### src/rtl/fir_pkg.sv
// rtl/fir_pkg.sv - shared parameters, FSM state type and pointer helpers for the FIR MAC sequencer
package fir_pkg;

  localparam int FILTER_ORDER     = 4;
  localparam int MEMORY_DELAY     = 2;
  localparam int MULT_ACC_LATENCY = 6;
  localparam int LINE_DEPTH       = FILTER_ORDER + 1;
  localparam int ADDR_W           = $clog2(LINE_DEPTH);
  localparam int CADDR_W          = $clog2(FILTER_ORDER);
  localparam int FILL_W           = $clog2(FILTER_ORDER + 1);

  typedef enum logic {
    IDLE,
    ISSUE
  } state_t;

  function automatic logic [ADDR_W-1:0] ptr_inc(input logic [ADDR_W-1:0] p);
    return (p == ADDR_W'(LINE_DEPTH - 1)) ? '0 : p + 1'b1;
  endfunction

  function automatic logic [ADDR_W-1:0] ptr_dec(input logic [ADDR_W-1:0] p);
    return (p == '0) ? ADDR_W'(LINE_DEPTH - 1) : p - 1'b1;
  endfunction

endpackage

### src/rtl/fir_shift_pipe.sv
// rtl/fir_shift_pipe.sv - fixed-depth shift register, asynchronously cleared to zero
module fir_shift_pipe #(
  parameter int WIDTH = 1,
  parameter int DEPTH = 1
) (
  input  logic             clk_i,
  input  logic             rst_i,
  input  logic [WIDTH-1:0] d_i,
  output logic [WIDTH-1:0] q_o
);

  logic [WIDTH-1:0] stage [DEPTH];

  always_ff @(posedge clk_i or posedge rst_i) begin
    if (rst_i) begin
      for (int i = 0; i < DEPTH; i++) stage[i] <= '0;
    end else begin
      stage[0] <= d_i;
      for (int i = 1; i < DEPTH; i++) stage[i] <= stage[i-1];
    end
  end

  assign q_o = stage[DEPTH-1];

endmodule

### src/rtl/fir_mac_sequencer.sv
// rtl/fir_mac_sequencer.sv - issues tap addresses and MAC controls for the shared FP FIR MAC
module fir_mac_sequencer
  import fir_pkg::*;
(
  input  logic               clk_i,
  input  logic               rst_i,
  input  logic               ce_i,
  output logic               sample_we_o,
  output logic [ADDR_W-1:0]  sample_waddr_o,
  output logic [ADDR_W-1:0]  sample_raddr_o,
  output logic [CADDR_W-1:0] coef_raddr_o,
  output logic               mac_en_o,
  output logic               mac_load_o,
  output logic               mac_zero_o,
  output logic               busy_o,
  output logic               drop_o,
  output logic               dv_o
);

  state_t              state, state_nxt;
  logic [CADDR_W-1:0]  k;
  logic [ADDR_W-1:0]   wr_ptr, rd_ptr;
  logic [FILL_W-1:0]   fill;
  logic                issuing, last_tap, accept;
  logic [2:0]          ctrl_issue;

  assign issuing  = (state == ISSUE);
  assign last_tap = issuing && (k == CADDR_W'(FILTER_ORDER - 1));
  assign accept   = ce_i && ((state == IDLE) || last_tap);

  always_comb begin
    state_nxt = state;
    case (state)
      IDLE:    if (accept) state_nxt = ISSUE;
      ISSUE:   if (last_tap) state_nxt = accept ? ISSUE : IDLE;
      default: state_nxt = IDLE;
    endcase
  end

  always_ff @(posedge clk_i or posedge rst_i) begin
    if (rst_i) begin
      state  <= IDLE;
      k      <= '0;
      wr_ptr <= '0;
      rd_ptr <= '0;
      fill   <= '0;
      drop_o <= 1'b0;
    end else begin
      state  <= state_nxt;
      drop_o <= ce_i && !accept;
      if (accept || last_tap) k <= '0;
      else if (issuing)       k <= k + 1'b1;
      // rd_ptr walks backwards from the newest sample: tap k reads base-k
      if (accept) begin
        wr_ptr <= ptr_inc(wr_ptr);
        rd_ptr <= wr_ptr;
        if (fill != FILL_W'(FILTER_ORDER)) fill <= fill + 1'b1;
      end else if (issuing) begin
        rd_ptr <= ptr_dec(rd_ptr);
      end
    end
  end

  assign sample_we_o    = accept;
  assign sample_waddr_o = wr_ptr;
  assign sample_raddr_o = rd_ptr;
  assign coef_raddr_o   = k;
  assign busy_o         = issuing;

  // slots beyond the fill level have never been written and must read as +0.0
  assign ctrl_issue = {issuing, issuing && (k == '0), issuing && (FILL_W'(k) >= fill)};

  fir_shift_pipe #(.WIDTH(3), .DEPTH(MEMORY_DELAY)) u_ctrl_pipe (
    .clk_i (clk_i),
    .rst_i (rst_i),
    .d_i   (ctrl_issue),
    .q_o   ({mac_en_o, mac_load_o, mac_zero_o})
  );

  // the last tap reaches the MAC after the memory delay, then the accumulator latency applies
  fir_shift_pipe #(.WIDTH(1), .DEPTH(MEMORY_DELAY + MULT_ACC_LATENCY)) u_dv_pipe (
    .clk_i (clk_i),
    .rst_i (rst_i),
    .d_i   (last_tap),
    .q_o   (dv_o)
  );

endmodule

### config.mk
export PLATFORM = sky130hd
export DESIGN_NAME = fir_mac_sequencer
export DESIGN_NICKNAME = d
export VERILOG_FILES = /design/src/rtl/fir_pkg.sv /design/src/rtl/fir_shift_pipe.sv /design/src/rtl/fir_mac_sequencer.sv
export SDC_FILE = /design/constraint.sdc
export NUM_CORES = 1
export LEC_CHECK = 0
export BUFFER_PORTS_ARGS = -buffer_cell sky130_fd_sc_hd__buf_2
export CAP_MARGIN = 20
export CORE_UTILIZATION = 48
export CTS_CLUSTER_DIAMETER = 120
export DETAILED_ROUTE_END_ITERATION = 6
export GPL_TIMING_DRIVEN = 0
export PLACE_DENSITY = 0.78
export SLEW_MARGIN = 40
export SYNTH_ARGS = -nofsm -noshare
export SYNTH_HDL_FRONTEND = slang
export SYNTH_SLANG_ARGS = --single-unit
### constraint.sdc
create_clock -name clk_i -period 1.5 [get_ports clk_i]
set_input_delay 0 -clock clk_i [delete_from_list [all_inputs] [get_ports clk_i]]
set_output_delay 0 -clock clk_i [all_outputs]
set_load 0.01 [all_outputs]
==> results_dict.tcl <==
set metrics [dict create \
    numPortBuffers 17 \
    ys_warn_count 0 \
    cts_buffers 3 \
    clk_pin_slew_worst_paths_ps 140 \
    clkPwrFrac_pct 11.3 \
    ctsHtreeMaxLevel 1 \
    overflow 0 \
    routed_wl_um 1770 \
    root_buffer "clkbuf_4" \
    clk_path_buf_depth 2 \
    tightest_slew_ps 541 \
    hold_depth 3 \
    whs_endpoint "sample_raddr_o[1]" \
    hpwl_um 1230 \
    worstHoldStart "ce_i" \
    cts_tree "yes" \
    clkLatencyLatePin_ps 330 \
    power_frac_comb_pct 45.0 \
    finalHoldViolCount 0 \
    leakagePower_nw 0.670 \
    ir_worst_vdd_uv 1290 \
    setup_viol 0 \
    nets 129 \
    wl_per_cell_um 12.3 \
    maxCapViolCount 0 \
    diodes 0 \
    ant_nets 0 \
    p_int_mw 1.78 \
    drt-initial-drc-count 4 \
    ys_ff_latch 27 \
    grt_pass1_wl_um 3020 \
    antenna_found_initial 0 \
    drv_slew 0 \
    regToRegEndpoint "fill[1]" \
    hold_class "in -> reg" \
    syn_nets 101 \
    viasPerCell 5.09 \
    fillers 197 \
    worstPathArrival_ps 1680 \
    yosys.area.top_type "dfrtp_1" \
    power.switching_mw 0.995 \
    swShare_pct 35.9 \
    synth_cells 89 \
    firstDrtPassIters 4 \
    status "completed" \
    area_growth_pct 17.7 \
    reg2reg_from "coef_raddr_o[1]" \
    synth_top_area_share_pct 60.1 \
    dieArea_um2 2540 \
    die_w_um 50.4 \
    fin_hold_ws_ps 36.8 \
    fin_skew_ps 9.81 \
    synth_area_um2 1120 \
    min_period_over_period_pct 96.4 \
    die_y_um 50.4 \
    vias 733 \
    worstPathRequired_ps 1740 \
    crit_type "reg -> reg" \
    cp_max_fo 3 \
    grt_usage_pct 16.8 \
    clock_sinks 27 \
    avgSynthCellArea_um2 12.6 \
    seq_power_share_pct 43.7 \
    crit_path_start_kind "flip-flop" \
    powerDensity_nw_per_um2 2100 \
    final_layout_size_suffix_gt1_share_pct 33.6 \
    yosysSeqAreaShare_pct 60.1 \
    route.detailed.drc 0 \
    core_um2 2210 \
    initial_utilization_pct 50.8 \
    r2r_cells 5 \
    gp_congestion 0.747 \
    grt_pass1_vias 744 \
    rows 17 \
    ys_types 28 \
    rrSetupSlack_ps 50 \
    max_freq_mhz 691 \
    end_kind "flip-flop" \
    grt_max_degree 28 \
    slew-limit-headroom_pct 63.9 \
    ios 18 \
    period_needed_ps 1450 \
    netlist_top_cells_area "dfrtp_1 60%, ha_1 10%, inv_1 3.3%, buf_6 3.0%, nand2_1 1.7%" \
    power.total_mw 2.78 \
]
-- synth_stat cells --
cell / count
dfrtp_1: 27
inv_1: 10
ha_1: 9
nand2_1: 5
a21oi_1: 3
buf_6: 3
nand3_1: 3
nor2_1: 3
o21ai_0: 3
a31oi_1: 2
and2_2: 2
nor2b_1: 2
nor3b_1: 2
a21boi_0: 1
a221o_1: 1
a221oi_1: 1
a22o_2: 1
a32oi_1: 1
and2_4: 1
and4bb_2: 1
buf_2: 1
mux2_2: 1
nand2b_1: 1
nand2b_4: 1
o211ai_1: 1
o32ai_1: 1
or2b_1: 1
xnor2_1: 1
-- power groups by stage --
stage | Sequential [mW] | Combinational (mW) | Clock, mW
3_3_place_gp | 1.23 | 1.08 | 0
6_report | 1.21 | 1.25 | 0.313
3_5_place_dp | 1.25 | 1.15 | 0
5_1_grt | 1.25 | 1.43 | 0.357
4_1_cts | 1.22 | 1.24 | 0.326
2_1_floorplan | 1.29 | 0.737 | 0
-- timing repair --
item                       CTS  global route
hold buffers                 1             0
resized for setup            0             1
setup buffers                5             2
setup endpoints to repair    4             2
pin swaps                    1             1
hold endpoints to repair    27             0
-- sequential cells by signal, indices dropped and copies added, names as in the netlist --
register / cells
sample_raddr_o: 3
u_ctrl_pipe.q_o: 3
u_dv_pipe.stage: 7
fill: 3
drop_o: 1
u_ctrl_pipe.stage: 3
busy_o: 1
sample_waddr_o: 3
coef_raddr_o: 2
u_dv_pipe.q_o: 1
-- layout by cell type, fill, tap and decap left out, types with 2 or more instances in the layout --
master,n
nand3_1,3
and2_2,2
dfrtp_1,27
inv_1,9
buf_2,17
buf_6,2
nor2b_1,2
nor2_1,3
nor3b_1,2
buf_4,7
nand2_1,5
a31oi_1,2
o21ai_0,3
ha_1,8
clkbuf_4,3
a21oi_1,3
-- cell families after synthesis --
family / after synthesis / share of synthesized area, %
fa+ha+maj: 9 / 10.0
compound gates: 15 / 9.23
xor+xnor: 1 / 0.779
simple gates: 22 / 12.1
flops: 27 / 60.1
buf+inv: 14 / 6.79
mux: 1 / 1.00
-- per-layer routing --
metal	wire, µm	track usage [%]	vias up
met2	865	28.7	17
met4	29	5.56	0
met5	0	0	-
met3	81	6.67	4
li1	-	-	350
met1	793	19.0	362
-- area by class of cell --
cell class | instances | area, µm² | area share, %
multi-input cells | 48 | 375 | 28.4
well taps | 28 | 35.0 | 2.65
flip-flops and latches | 27 | 676 | 51.0
clock inverters | 1 | 7.51 | 0.567
clock buffers | 3 | 22.5 | 1.70
repair buffers | 25 | 154 | 11.6
plain buffers | 2 | 16.3 | 1.23
inverters | 10 | 37.5 | 2.84
-- metrics by stage --
stage | util, % | TNS, ps | setup WS, ps | cell area [µm²] | std cells
floorplan | - | -58.6 | -58.6 | 1130 | 89
global placement | 56.4 | -64.5 | -64.5 | 1250 | 134
detailed placement | 56.4 | -97.2 | -97.2 | 1250 | 134
finish | 59.8 | 0 | 53.3 | 1320 | 144
global route | 59.8 | -15.2 | -15.2 | 1320 | 144
CTS | 59.4 | 0 | 23.7 | 1310 | 143
-- critical path, stage by stage (launching register included) --
cell and delay [ps]:
dfrtp_1 420, ha_2 190, nand2b_4 150, buf_4 140, nand3_1 120, mux2_2 340
-- worst max path at each step --
stage,from,end,slack [ps],cells after the start
global placement,coef_raddr_o[1],sample_raddr_o[0],-60,6
detailed placement,coef_raddr_o[1],sample_raddr_o[0],-100,6
finish,coef_raddr_o[1],fill[1],50,5
global route,coef_raddr_o[1],fill[1],-20,5
CTS,coef_raddr_o[1],sample_we_o,20,5
floorplan,coef_raddr_o[1],sample_raddr_o[0],-60,6
(Power assumes the default switching activity.)
